### src/rtl/overture_core.sv
// Multicycle DW-bit core: FETCH/EXEC/MEM/HALT sequencer with ALU, branches,
// a latched I/O port and a req/ack data-RAM port.
`timescale 1ns/1ps
module overture_core #(
    parameter int unsigned DW  = 8,
    parameter int unsigned PCW = 8
) (
    input  logic            clk,
    input  logic            reset,
    output logic [PCW-1:0]  imem_addr,
    input  logic [DW+1:0]   imem_data,
    output logic            dmem_req,
    output logic            dmem_we,
    output logic [DW-1:0]   dmem_addr,
    output logic [DW-1:0]   dmem_wdata,
    input  logic [DW-1:0]   dmem_rdata,
    input  logic            dmem_ack,
    input  logic [DW-1:0]   io_in,
    output logic [DW-1:0]   io_out,
    output logic            io_strobe,
    input  logic            resume,
    output logic            halted
);

    localparam int unsigned IW   = DW + 2;
    localparam int unsigned NREG = 6;

    typedef enum logic [1:0] {
        S_FETCH = 2'd0,
        S_EXEC  = 2'd1,
        S_MEM   = 2'd2,
        S_HALT  = 2'd3
    } state_t;

    state_t          state;
    logic [PCW-1:0]  pc;
    logic [DW-1:0]   regs [NREG];
    logic            mem_rd;
    logic [2:0]      mem_dst;

    logic [1:0]      opc;
    logic [2:0]      src;
    logic [2:0]      dst;
    logic [PCW-1:0]  pc_inc;
    logic [DW-1:0]   alu_res;
    logic [DW-1:0]   src_val;
    logic            taken;
    logic            wb_en;
    logic [2:0]      wb_idx;
    logic [DW-1:0]   wb_val;

    assign opc       = imem_data[IW-1:IW-2];
    assign src       = imem_data[5:3];
    assign dst       = imem_data[2:0];
    assign pc_inc    = pc + PCW'(1);
    assign imem_addr = pc;
    assign dmem_addr = regs[4];

    always_comb begin
        alu_res = '0;
        case (imem_data[2:0])
            3'd0: alu_res = regs[1] | regs[2];
            3'd1: alu_res = ~(regs[1] & regs[2]);
            3'd2: alu_res = ~(regs[1] | regs[2]);
            3'd3: alu_res = regs[1] & regs[2];
            3'd4: alu_res = regs[1] + regs[2];
            3'd5: alu_res = regs[1] - regs[2];
            3'd6: alu_res = {regs[1][DW-2:0], 1'b0};
            3'd7: alu_res = {1'b0, regs[1][DW-1:1]};
            default: alu_res = '0;
        endcase
    end

    always_comb begin
        src_val = '0;
        case (src)
            3'd0: src_val = regs[0];
            3'd1: src_val = regs[1];
            3'd2: src_val = regs[2];
            3'd3: src_val = regs[3];
            3'd4: src_val = regs[4];
            3'd5: src_val = regs[5];
            3'd6: src_val = io_in;
            default: src_val = '0;
        endcase
    end

    // Branch condition on r3 read as a signed value
    always_comb begin
        taken = 1'b0;
        case (imem_data[2:0])
            3'd0: taken = 1'b0;
            3'd1: taken = (regs[3] == '0);
            3'd2: taken = regs[3][DW-1];
            3'd3: taken = regs[3][DW-1] || (regs[3] == '0);
            3'd4: taken = 1'b1;
            3'd5: taken = (regs[3] != '0);
            3'd6: taken = !regs[3][DW-1];
            3'd7: taken = !regs[3][DW-1] && (regs[3] != '0);
            default: taken = 1'b0;
        endcase
    end

    // Single writeback port: index 0-5 = registers, 6 = io_out
    always_comb begin
        wb_en  = 1'b0;
        wb_idx = '0;
        wb_val = '0;
        if (state == S_EXEC) begin
            case (opc)
                2'b00: begin
                    wb_en  = 1'b1;
                    wb_idx = 3'd0;
                    wb_val = imem_data[DW-1:0];
                end
                2'b01: begin
                    wb_en  = 1'b1;
                    wb_idx = 3'd3;
                    wb_val = alu_res;
                end
                2'b10: begin
                    wb_en  = (src != 3'd7) && (dst != 3'd7);
                    wb_idx = dst;
                    wb_val = src_val;
                end
                default: wb_en = 1'b0;
            endcase
        end else if (state == S_MEM && dmem_ack && mem_rd) begin
            wb_en  = 1'b1;
            wb_idx = mem_dst;
            wb_val = dmem_rdata;
        end
    end

    always_ff @(posedge clk or posedge reset) begin
        if (reset) begin
            state      <= S_FETCH;
            pc         <= '0;
            for (int i = 0; i < NREG; i++) regs[i] <= '0;
            io_out     <= '0;
            io_strobe  <= 1'b0;
            dmem_req   <= 1'b0;
            dmem_we    <= 1'b0;
            dmem_wdata <= '0;
            halted     <= 1'b0;
            mem_rd     <= 1'b0;
            mem_dst    <= '0;
        end else begin
            io_strobe <= 1'b0;
            if (wb_en) begin
                if (wb_idx == 3'd6) begin
                    io_out    <= wb_val;
                    io_strobe <= 1'b1;
                end else begin
                    for (int i = 0; i < NREG; i++)
                        if (wb_idx == 3'(i)) regs[i] <= wb_val;
                end
            end
            case (state)
                S_FETCH: state <= S_EXEC;
                S_EXEC: begin
                    mem_rd  <= (src == 3'd7);
                    mem_dst <= dst;
                    state   <= S_FETCH;
                    pc      <= pc_inc;
                    case (opc)
                        2'b10: begin
                            // pc advances only once the RAM acknowledges
                            if (src == 3'd7 && dst != 3'd7) begin
                                pc       <= pc;
                                state    <= S_MEM;
                                dmem_req <= 1'b1;
                                dmem_we  <= 1'b0;
                            end else if (src != 3'd7 && dst == 3'd7) begin
                                pc         <= pc;
                                state      <= S_MEM;
                                dmem_req   <= 1'b1;
                                dmem_we    <= 1'b1;
                                dmem_wdata <= src_val;
                            end
                        end
                        2'b11: begin
                            if (imem_data[3]) begin
                                state  <= S_HALT;
                                halted <= 1'b1;
                            end else if (taken) begin
                                pc <= PCW'(regs[0]);
                            end
                        end
                        default: ;
                    endcase
                end
                S_MEM: begin
                    if (dmem_ack) begin
                        dmem_req <= 1'b0;
                        dmem_we  <= 1'b0;
                        pc       <= pc_inc;
                        state    <= S_FETCH;
                    end
                end
                S_HALT: begin
                    if (resume) begin
                        halted <= 1'b0;
                        state  <= S_FETCH;
                    end
                end
                default: state <= S_FETCH;
            endcase
        end
    end

endmodule

### config.mk
export PLATFORM = sky130hd
export DESIGN_NAME = overture_core
export DESIGN_NICKNAME = d
export VERILOG_FILES = /design/src/rtl/overture_core.sv
export SDC_FILE = /design/constraint.sdc
export NUM_CORES = 1
export LEC_CHECK = 0
export CORE_ASPECT_RATIO = 1.5
export CORE_MARGIN = 2
export CORE_UTILIZATION = 62
export CTS_BUF_LIST = sky130_fd_sc_hd__clkbuf_16
export CTS_CLUSTER_SIZE = 12
export DETAILED_ROUTE_END_ITERATION = 7
export DONT_BUFFER_PORTS = 1
export PLACE_DENSITY = 0.76
export SLEW_MARGIN = 20
export SYNTH_ARGS = -nofsm -noshare
export SYNTH_HDL_FRONTEND = slang
export SYNTH_SLANG_ARGS = --single-unit
### constraint.sdc
create_clock -name clk -period 6.69 [get_ports clk]
set_input_delay 0 -clock clk [delete_from_list [all_inputs] [get_ports clk]]
set_output_delay 0 -clock clk [all_outputs]
set_load 0.02 [all_outputs]
# --- Word-level counts from Yosys, hierarchy flattened ---
# Cells that the tools add are included.
word_totals:
  register_bits: 82
classes:
  mux: 40
  reduce_logical: 30
  n_eq_ne: 36
  addsub: 3
  bitwise: 6
ops:
  columns: ["operator", "count"]
  rows:
  - ["$pmux 8 s8", 1]
  - ["$mux 8", 7]
  - ["$pmux 8 s7", 1]
  - ["$eq 3x3->1 const B", 11]
  - ["$pmux 8 s2", 2]
  - ["$pmux 8 s3", 1]
  - ["$eq 3x2->1 const B", 6]
  - ["$reduce_and 3->1", 6]
  - ["$not 8->8", 2]
  - ["$reduce_and 4->1", 4]
  - ["$mux 1", 13]
  - ["$ne 3x3->1 const B", 4]
  - ["$mux 2", 5]
  - ["$eq 3x1->1 const B", 3]
  - ["$logic_not 3->1", 3]
  - ["$add 8x1->8 const B", 1]
  - ["$add 8x8->8", 1]
  - ["$and 8x8->8", 1]
  - ["$eq 2x2->1 const B", 4]
  - ["$logic_not 8->1", 1]
  - ["$or 8x8->8", 1]
  - ["$pmux 1 s2", 4]
  - ["$pmux 1 s8", 1]
  - ["$pmux 2 s4", 1]
  - ["17 further kinds", 31]

# --- Depth between registers and ports, before layout ---
# Gate-level depths: netlist of run 1.
logic_depth:
  word_depth: 8
  mapped_depth: 14
  mapped_depth_nobuf: 12

# --- Worst setup path after synthesis of run 1 ---
# OpenSTA, ideal clock, no wires.
synth_path:
  path_type: "flip-flop to flip-flop"
  from: "register regs[26] (netlist name)"
  to: "register regs (netlist bit dmem_addr[7])"
  required_time_ns: 6.547
  synth_period_minus_slack_ns: 2.686
  stages_incl_launch_ff: 13
  setup_ns: 0.143
  setup_slack_ns: 4.004
  n_path_buf: 1
  arrival_time_ns: 2.542
  cell_sequence: "dfrtp_1 buf_6 nor2_1 nand3_1 o21ai_0 xor2_1 ha_1 a211oi_2 or2b_1 o21ai_2 xnor2_1 a311oi_4 o22ai_1"
synth_between:
  elab_chain_len: 4
synth_lines:
  columns: ["item", "line_no", "text"]
  rows:
  - ["start, declared", "37", "logic [DW-1:0] regs [NREG];"]
  - ["start signal, assigned by index", "156", "if (wb_idx == 3'(i)) regs[i] <= wb_val;"]
  - ["$sub 8x8->8 / $add 8x8->8 (equally long branches)", "67, 66", null]
  - ["$pmux 8 s8 (*)", "61", "case (imem_data[2:0])"]
  - ["$pmux 8 s3 (*)", "110", "case (opc)"]
  - ["$mux 8 (*)", "109", "if (state == S_EXEC) begin"]
# Mark *: on every way between the ends. The rest lies on a longest branch, timed or not.
# A chain may end at the register's enable or synchronous reset.

# --- Worst setup path after layout of run 1 ---
layout_path:
  from: "register regs[24] (netlist name)"
  to: "register io_out[6]"
layout_between:
  elab_chain_len: 4
layout_lines:
  columns: ["item", "line_no", "text"]
  rows:
  - ["$sub 8x8->8 / $add 8x8->8 (equally long branches)", "67, 66", null]
  - ["$pmux 8 s8 (*)", "61", null]
  - ["$pmux 8 s3 (*)", "110", null]
  - ["$mux 8 (*)", "109", null]
  - ["end signal, assigned", "152", "io_out <= wb_val;"]
  - ["end, declared", "19", "output logic [DW-1:0] io_out,"]
# Marks and branches as above.

==> results of run 1 <==
flip-flops by register name, summed over array words and instances, names as in the netlist:
| register | flops |
|---|---|
| regs | 40 |
| dmem_addr | 8 |
| dmem_wdata | 8 |
| imem_addr | 8 |
| io_out | 8 |
| mem_dst | 3 |
| state | 2 |
| dmem_req | 1 |
| dmem_we | 1 |
| halted | 1 |
| io_strobe | 1 |
| mem_rd | 1 |
cells by family (layout without fill, tap and decap cells):
kind of cell             Yosys count  after routing  synth area share [%]
AO/OA/AOI/OAI                    162            162                  20.8
AND/OR/NAND/NOR                  150            150                  14.3
flip-flops                        82             82                  35.3
buffers and inverters             81             60                  8.19
multiplexers                      78             78                  14.7
adder cells (fa/ha/maj)           20             20                  4.43
XOR/XNOR                          13             13                  2.21
through the flow:
| step | utilization, % | cell area, um2 | cells | hold WS (ps) | power (uW) |
|---|---|---|---|---|---|
| global route | 65.7 | 6040 | 677 | 43.2 | 2540 |
| CTS | 65.6 | 6040 | 677 | 10.4 | 2390 |
| global placement | 61.0 | 5610 | 650 | 114 | 1820 |
| floorplan | - | 5820 | 586 | 172 | 1670 |
| finish | 65.7 | 6040 | 677 | 40.0 | 2400 |
| detailed placement | 61.1 | 5620 | 651 | 124 | 1850 |
synthesized netlist by cell type (11+ instances only):
| master | instances |
|---|---|
| sky130_fd_sc_hd__a21oi_1 | 38 |
| sky130_fd_sc_hd__buf_2 | 13 |
| sky130_fd_sc_hd__buf_4 | 21 |
| sky130_fd_sc_hd__dfrtp_1 | 82 |
| sky130_fd_sc_hd__ha_1 | 19 |
| sky130_fd_sc_hd__inv_1 | 31 |
| sky130_fd_sc_hd__mux2_2 | 44 |
| sky130_fd_sc_hd__mux2i_1 | 26 |
| sky130_fd_sc_hd__nand2_1 | 44 |
| sky130_fd_sc_hd__nand3_1 | 13 |
| sky130_fd_sc_hd__nor2_1 | 24 |
| sky130_fd_sc_hd__nor3_1 | 11 |
| sky130_fd_sc_hd__o21ai_0 | 20 |
metal layers:
metal,vias to the layer above,part of all wire [%],track usage (%)
li1,2085,-,-
met4,0,6.2,20.9
met1,2311,37,38.8
met2,250,49,54.2
met5,-,0,0
met3,68,7.8,6.86
cell type report:
type                            count  area [um2]
Clock buffer                        9         225
Clock inverter                      7        92.6
Fill cell                         718        3160
Inverter                           31         118
Multi-Input combinational cell    423        3290
Sequential cell                    82        2050
Tap cell                          112         140
Timing Repair Buffer               13         124
what timing repair did:
action	CTS	global route
hold buffers	10	0
endpoints found under the hold margin	96	0
endpoints found under the setup margin	0	0
power groups by stage:
| stage | Clock [uW] | Sequential [uW] | Combinational, uW |
|---|---|---|---|
| 2_1_floorplan | 0 | 809 | 861 |
| 3_3_place_gp | 0 | 929 | 888 |
| 3_5_place_dp | 0 | 937 | 909 |
| 4_1_cts | 530 | 929 | 926 |
| 5_1_grt | 547 | 953 | 1040 |
| 6_report | 533 | 934 | 937 |
worst min-delay path: stages:
cell                      delay, ps
sky130_fd_sc_hd__a22oi_1        160
sky130_fd_sc_hd__nand2_1        110
sky130_fd_sc_hd__o21ai_0         70
how the worst min path moves through the flow:
stage,slack (ps),endpoint
finish,40,imem_addr[1]$_DFFE_PP0P_
detailed placement,120,mem_dst[0]$_DFFE_PP0P_
global placement,110,mem_dst[0]$_DFFE_PP0P_
global route,40,regs[31]$_DFFE_PP0P_
CTS,10,regs[23]$_DFFE_PP0P_
floorplan,170,halted$_DFFE_PP0P_
==> results.txt, run 1 <==
----------------------------------------------------
[Worst setup path]
  Max incr delay on CP ... 470 ps
  Type of the setup path with the least slack ... reg -> reg
  Crit-path cells ... inv_1, ha_1, a21o_1, fa_1, nor2b_1, o2111ai_1, a21o_1, a31o_1, a21oi_2, mux2_2
  Reg-to-Reg Start ... regs[24]$_DFFE_PP0P_
  Worst setup path endpoint ... io_out[6]$_DFFE_PP0P_
  Buffers and inverters on the worst path ... 1
  Worst EP arrival ... 3400 ps
  Cell type group with the largest total delay on the critical path ... compound AO/OA/AOI/OAI gates
  Reg-to-reg setup timing slack ... 3580 ps
  Worst Reg-to-Reg Cells ... 10
  Capture point of the worst reg-to-reg path ... io_out[6]$_DFFE_PP0P_
  Launching element of the worst setup path ... regs[24]$_DFFE_PP0P_
  Type of destination of the critical path ... flip-flop
  Startpoint types ... flip-flop
  Cell with the most instances on the worst path ... sky130_fd_sc_hd__a21o_1
  Critical-path maximum fanout ... 7
  Number of cells on the critical path ... 10
  Master of the slowest instance on the critical path ... sky130_fd_sc_hd__dfrtp_1
  Data required time of the worst path ... 6980 ps

[Global routing]
  Sum of overflow across all layers after global routing ... 0
  Initial antenna violation count ... 0
  Via count of the first global-routing pass ... 4707
  Maximum number of pins on one net before global-route repair ... 83
  Global-route wire length before repair ... 25800 um
  Total track usage ... 32.8%

[STA]
  Final clock skew ... 8.09 ps
  Setup violations, final ... 0
  Final Max Tran Viols ... 0
  Relative slew slack ... 33.8%
  Final Hold Vio Count ... 0
  Post-route clock period utilization ... 46.5%
  Final TNS setup ... 0 ps
  RSZ-0062 raised after global routing ... false
  Slew at the pin with the worst max-slew slack ... 988 ps
  Crit path time final ... 3110 ps
  Fmax ... 321 MHz
  PnR worst setup slack ... 3580 ps

[Pwr]
  Worst ir drop on vdd ... 0.349 mV
  Sw frac ... 42.7%
  Combinational share of power ... 39.0%
  Design internal power ... 1380 uW
  Leakage ... 0.00271 uW
  Share of power burned in the clock network ... 22.2%
  Total power per unit cell area ... 398 mW/mm2
  Net switching power figure ... 1030 uW
  Sequential Power Share ... 38.9%

[Detailed routing]
  Routed via count ... 4714
  Average vias per placed instance ... 6.96
  Drc violations ... 0
  Number of detailed-route iterations in the first pass ... 6
  Antenna-violating nets left ... 0
  Routed wirelength normalized by instance count ... 24.0 um
  Aggregate routed wire length ... 16300 um
  Drt first-iter violations ... 586

[CTS]
  CTS H-tree depth ... 3
  Clock tree from TritonCTS ... built
  Clock latency reported for the late side of the worst-skew pair ... 350 ps
  Clock root cell ... sky130_fd_sc_hd__clkbuf_16
  Setup bufs post-CTS ... 0
  Post-cts gate resize count ... 0
  Clock slew at reported path FFs ... 60 ps
  Num CTS Buffers ... 9
  Number of buffers between clock root and the deepest sink ... 2
  Clk sink count ... 82

[Synthesis]
  Register bit total from synthesis ... 82
  Synthesized area per cell ... 9.93 um2
  Top cell type by total area after synthesis ... sky130_fd_sc_hd__dfrtp_1
  Post-synth net total ... 636
  Area share of the largest cell type after synthesis ... 35.3%
  Dominant synthesized flop cell ... sky130_fd_sc_hd__dfrtp_1
  Portion of the post-synthesis area used by sequential elements ... 35.3%
  Number of different library cells in the post-synthesis netlist ... 88
  Count of warnings emitted by yosys ... 0
  Cells taking the most area after synthesis ... sky130_fd_sc_hd__dfrtp_1 (35%), sky130_fd_sc_hd__mux2_2 (8.5%), sky130_fd_sc_hd__mux2i_1 (4.5%), sky130_fd_sc_hd__ha_1 (4.1%), sky130_fd_sc_hd__a21oi_1 (3.3%)
  Synth Cell Area ... 0.00582 mm2
  Number of flops mapped to enable cells by yosys ... 0
  Number of standard cells after synthesis ... 586
  Async set or reset register ratio after synthesis ... 100%

[Floorplan]
  Vert. Die Dim ... 123 um
  Initial cell density of the core ... 63.2%
  Std-Cell Rows ... 43
  Number of top-level design ports ... 66
  Total Die Area ... 0.0102 mm2
  Core Area ... 0.00920 mm2
  Die boundary width ... 83.1 um

[Job]
  Max-Cap Viols ... 0

[Layout]
  Most frequent cells in the layout ... sky130_fd_sc_hd__dfrtp_1 (82), sky130_fd_sc_hd__nand2_1 (44), sky130_fd_sc_hd__mux2_2 (44)
  Commonest non-fill, non-tap cell in the layout ... sky130_fd_sc_hd__dfrtp_1
  Inserted Diodes ... 0
  Synth-to-Final Area Change ... 3.83%
  # nets final ... 610
  Share of final-layout standard cells stronger than drive strength 1 ... 16.8%

[Min path]
  Hold Crit Class ... in -> reg
  Number of stages on the worst hold path ... 3
  Worst Hold Launch ... dmem_ack

[Status]
  Status ... complete, no violations

[Placement]
  Post-placement worst setup slack ... 3670 ps
  Sum of net half-perimeters after detailed placement ... 11400 um
  PortBufs ... 0
  Weighted congestion at the end of routability-driven global placement ... 0.981

----------------------------------------------------
No activity file was read; power rests on OpenSTA's default activity.
==> inputs of run 2 (changes only) <==
--- a/config.mk
+++ b/config.mk
@@ -5,6 +5,7 @@
 export SDC_FILE = /design/constraint.sdc
 export NUM_CORES = 1
 export LEC_CHECK = 0
+export ABC_AREA = 1
 export CORE_ASPECT_RATIO = 1.5
 export CORE_MARGIN = 2
 export CORE_UTILIZATION = 62
==> constraint.sdc (replaced) <==
create_clock -name clk -period 3.1 [get_ports clk]
set_input_delay 0 -clock clk [delete_from_list [all_inputs] [get_ports clk]]
set_output_delay 0 -clock clk [all_outputs]
set_load 0.02 [all_outputs]
==> run 2 against run 1 <==
Effect of this change: register-to-register slack worse by 3400 ps; critical path depth up 7; largest cell class unchanged; combinational power up 89%; critical path type unchanged.
==> results.txt, run 2 <==
----------------------------------------------------
[Status]
  Status ... complete, no violations

[Worst setup path]
  Buffers and inverters on the worst path ... 2 (+1)
  Cell with the most instances on the worst path ... sky130_fd_sc_hd__nand2_1
  Type of the setup path with the least slack ... reg -> reg
  Number of cells on the critical path ... 17 (+7)
  Type of destination of the critical path ... flip-flop
  Reg-to-Reg Start ... regs[24]$_DFFE_PP0P_
  Startpoint types ... flip-flop
  Capture point of the worst reg-to-reg path ... regs[19]$_DFFE_PP0P_
  Master of the slowest instance on the critical path ... sky130_fd_sc_hd__dfrtp_1
  Reg-to-reg setup timing slack ... 220 ps (-3360 ps)
  Max incr delay on CP ... 370 ps (-100 ps)
  Crit-path cells ... inv_2, ha_1, inv_1, nand2_1, xor2_1, ha_1, a21oi_1, nand2_1, or2_2, nand3_1, nand3_1, nand2_1, nand3_1, nand2_1, nand2_1, nand2_1, nand2_1
  Worst EP arrival ... 3110 ps (-290 ps)
  Critical-path maximum fanout ... 7 (unchanged)
  Data required time of the worst path ... 3330 ps (-3650 ps)
  Worst Reg-to-Reg Cells ... 17 (+7)
  Launching element of the worst setup path ... regs[24]$_DFFE_PP0P_
  Worst setup path endpoint ... regs[19]$_DFFE_PP0P_
  Cell type group with the largest total delay on the critical path ... simple AND/OR/NAND/NOR gates

[Synthesis]
  Largest family of logic cells by synthesized area ... simple AND/OR/NAND/NOR gates
  Simple-gate share of the synthesized area ... 37.0% (+23 points)
  Portion of the post-synthesis area used by sequential elements ... 36.9% (+1.6 points)
  Count of warnings emitted by yosys ... 0 (unchanged)
  Async set or reset register ratio after synthesis ... 100% (unchanged)
  Share of cell area taken by muxes after synthesis ... 0% (-15 points)
  Xor/xnor share of the synthesized area ... 1.73% (-0.48 points)
  Synthesized area per cell ... 6.95 um2 (-30%)
  Post-synthesis share of cell area spent on full adders, half adders and majority gates ... 4.63% (+0.20 points)
  Dominant synthesized flop cell ... sky130_fd_sc_hd__dfrtp_1
  Area share of the largest cell type after synthesis ... 36.9% (+1.6 points)
  Register bit total from synthesis ... 82 (unchanged)
  Number of different library cells in the post-synthesis netlist ... 42 (-52%)
  Post-synth net total ... 851 (+34%)
  Cells taking the most area after synthesis ... sky130_fd_sc_hd__dfrtp_1 (37%), sky130_fd_sc_hd__nand2_1 (21%), sky130_fd_sc_hd__inv_1 (6.8%), sky130_fd_sc_hd__nand3_1 (4.9%), sky130_fd_sc_hd__ha_1 (4.3%)
  Top cell type by total area after synthesis ... sky130_fd_sc_hd__dfrtp_1
  Top cells by instance count after synthesis ... sky130_fd_sc_hd__nand2_1 (313), sky130_fd_sc_hd__inv_1 (101), sky130_fd_sc_hd__dfrtp_1 (82), sky130_fd_sc_hd__nand3_1 (54), sky130_fd_sc_hd__nor2_1 (46)
  Number of standard cells after synthesis ... 801 (+37%)
  Area fraction in compound gates after synthesis ... 9.92% (-11 points)
  Synth Cell Area ... 0.00556 mm2 (-4.4%)
  Number of flops mapped to enable cells by yosys ... 0 (unchanged)
  Dominant cell by count in the synthesized netlist ... sky130_fd_sc_hd__nand2_1

[Layout]
  # nets final ... 857 (+40%)
  Area of all placed cells without fillers ... 0.00606 mm2 (+0.31%)
  Area occupied by multi-input gates ... 0.00301 mm2 (-8.6%)
  Commonest non-fill, non-tap cell in the layout ... sky130_fd_sc_hd__nand2_1
  Largest register by flop count ... regs
  Flip-flop count of the largest register, all copies and words added ... 40 (unchanged)
  Post-route insts no fill ... 922 (+36%)
  Synth-to-Final Area Change ... 8.90%
  Utilization after layout ... 69.0% (+3.4 points)
  Most frequent cells in the layout ... sky130_fd_sc_hd__nand2_1 (309), sky130_fd_sc_hd__inv_1 (99), sky130_fd_sc_hd__dfrtp_1 (82)
  Fill count ... 742 (+3.3%)
  Inserted Diodes ... 0 (unchanged)
  Share of final-layout standard cells stronger than drive strength 1 ... 8.74% (-8.1 points)
  Sequential standard cell area ... 0.00205 mm2 (unchanged)

[Floorplan]
  Die boundary width ... 81.4 um (-2.1%)
  Initial cell density of the core ... 63.4% (+0.16 points)
  Vert. Die Dim ... 120 um (-2.1%)
  Number of top-level design ports ... 66 (unchanged)
  Core Area ... 0.00878 mm2 (-4.6%)
  Total Die Area ... 0.00976 mm2 (-4.2%)
  Std-Cell Rows ... 42 (-2.3%)

[STA]
  Relative slew slack ... 43.6% (+9.7 points)
  Post-route clock period utilization ... 92.9% (+46 points)
  Setup violations, final ... 0 (unchanged)
  Final Hold Vio Count ... 0 (unchanged)
  Slew at the pin with the worst max-slew slack ... 846 ps (-142 ps)
  Fmax ... 347 MHz (+8.0%)
  Final clock skew ... 5.79 ps (-2.30 ps)
  Final hold slack ... 1.03 ps (-39.0 ps)
  Final Max Tran Viols ... 0 (unchanged)
  Crit path time final ... 2880 ps (-230 ps)

[Detailed routing]
  Routed wirelength normalized by instance count ... 18.4 um (-23%)
  Number of detailed-route iterations in the first pass ... 5 (-1)
  Antenna-violating nets left ... 0 (unchanged)
  Drt first-iter violations ... 515 (-12%)
  Drc violations ... 0 (unchanged)
  Routed via count ... 5352 (+14%)
  Aggregate routed wire length ... 17000 um (+4.3%)
  Average vias per placed instance ... 5.80 (-17%)

[Placement]
  Sum of net half-perimeters after detailed placement ... 12900 um (+13%)
  Total cell area at the placement stage ... 0.00564 mm2 (+0.31%)
  PortBufs ... 0 (unchanged)
  Number of placed cells counting well taps ... 898 (+38%)
  Weighted congestion at the end of routability-driven global placement ... 1.04 (+5.5%)

[Pwr]
  Worst ir drop on vdd ... 0.477 mV (+37%)
  Total power per unit cell area ... 744 mW/mm2 (+87%)
  Leakage ... 0.00335 uW (+23%)

[CTS]
  CTS H-tree depth ... 3 (unchanged)
  Number of buffers between clock root and the deepest sink ... 2 (unchanged)
  Setup bufs post-CTS ... 0 (unchanged)
  Clock slew at reported path FFs ... 60 ps (about the same)
  Clk sink count ... 82 (unchanged)
  Clock root cell ... sky130_fd_sc_hd__clkbuf_16
  Clock tree from TritonCTS ... built
  Num CTS Buffers ... 9 (unchanged)
  Clock latency reported for the late side of the worst-skew pair ... 340 ps (about the same)

[Global routing]
  Maximum number of pins on one net before global-route repair ... 50 (-40%)
  Via count of the first global-routing pass ... 5355 (+14%)
  Peak-usage layer in the global routing report ... met2
  Sum of overflow across all layers after global routing ... 0 (unchanged)
  Met2 Use GR ... 57.5% (+3.3 points)
  M3 GR Usage ... 7.52% (+0.66 points)
  Met1 track utilization from global routing ... 46.1% (+7.3 points)
  Initial antenna violation count ... 0 (unchanged)
  Total track usage ... 36.9% (+4.2 points)
  Global-route wire length before repair ... 26800 um (+3.8%)

[Job]
  Max-Cap Viols ... 0 (unchanged)

[Min path]
  Hold Crit Class ... in -> reg

----------------------------------------------------
[run 2: cell families after synthesis]
logic type / after synthesis
AO/OA/AOI/OAI: 90
flip-flops: 82
adder cells (fa/ha/maj): 20
buffers and inverters: 134
XOR/XNOR: 11
AND/OR/NAND/NOR: 464
[run 2: metrics by stage]
stage | total power, uW | setup TNS [ps] | setup slack, ps
after floorplan | 2930 | 0 | 437
after global placement | 3260 | 0 | 156
after detailed placement | 3330 | 0 | 71.9
after CTS | 4430 | 0 | 62.2
after global routing | 4820 | -5.94 | -5.94
final | 4510 | 0 | 220
[run 2: layout make-up]
cell class,count,area share (%)
multi-input cells,585,49.6
repair buffers,13,1.94
inverters,116,7.35
clock buffers,9,3.72
flip-flops and latches,82,33.9
clock inverters,7,1.26
well taps,110,2.27
[run 2: repair_timing]
| item | CTS | global route |
|---|---|---|
| endpoints found under the hold margin | 58 | 0 |
| hold buffers | 8 | 0 |
| gates resized for setup | 0 | 10 |
| endpoints found under the setup margin | 0 | 25 |
[run 2: worst min-delay path, stage by stage]
cell	delay [ps]
sky130_fd_sc_hd__nand2_1	90
sky130_fd_sc_hd__nand2_4	100
sky130_fd_sc_hd__nand2_1	70
sky130_fd_sc_hd__nand2_1	40
[run 2: how the worst min path moves through the flow]
stage / from / endpoint / slack, ps / cells after the start
after floorplan: dmem_ack / state[1]$_DFFE_PP0P_ / 150 / 1
after global placement: reset / regs[4]$_DFFE_PP0P_ / 60 / 1
after detailed placement: reset / regs[0]$_DFFE_PP0P_ / 70 / 1
after CTS: imem_data[4] / mem_rd$_DFFE_PP0P_ / 30 / 4
after global routing: dmem_rdata[5] / io_out[5]$_DFFE_PP0P_ / 10 / 4
final: dmem_rdata[5] / io_out[5]$_DFFE_PP0P_ / 1 / 4
[run 2: report_power, final]
part,total [uW],switching [uW],internal (uW)
combinational,1770,1160,614
sequential,1650,366,1290
clock,1090,455,631
total,4510,1980,2530
[run 2: routing by layer]
layer  share of wire [%]  wire length, um
met4                 6.1             1040
met5                   0                0
met2                  47             8050
met1                  39             6690
met3                 7.1             1200
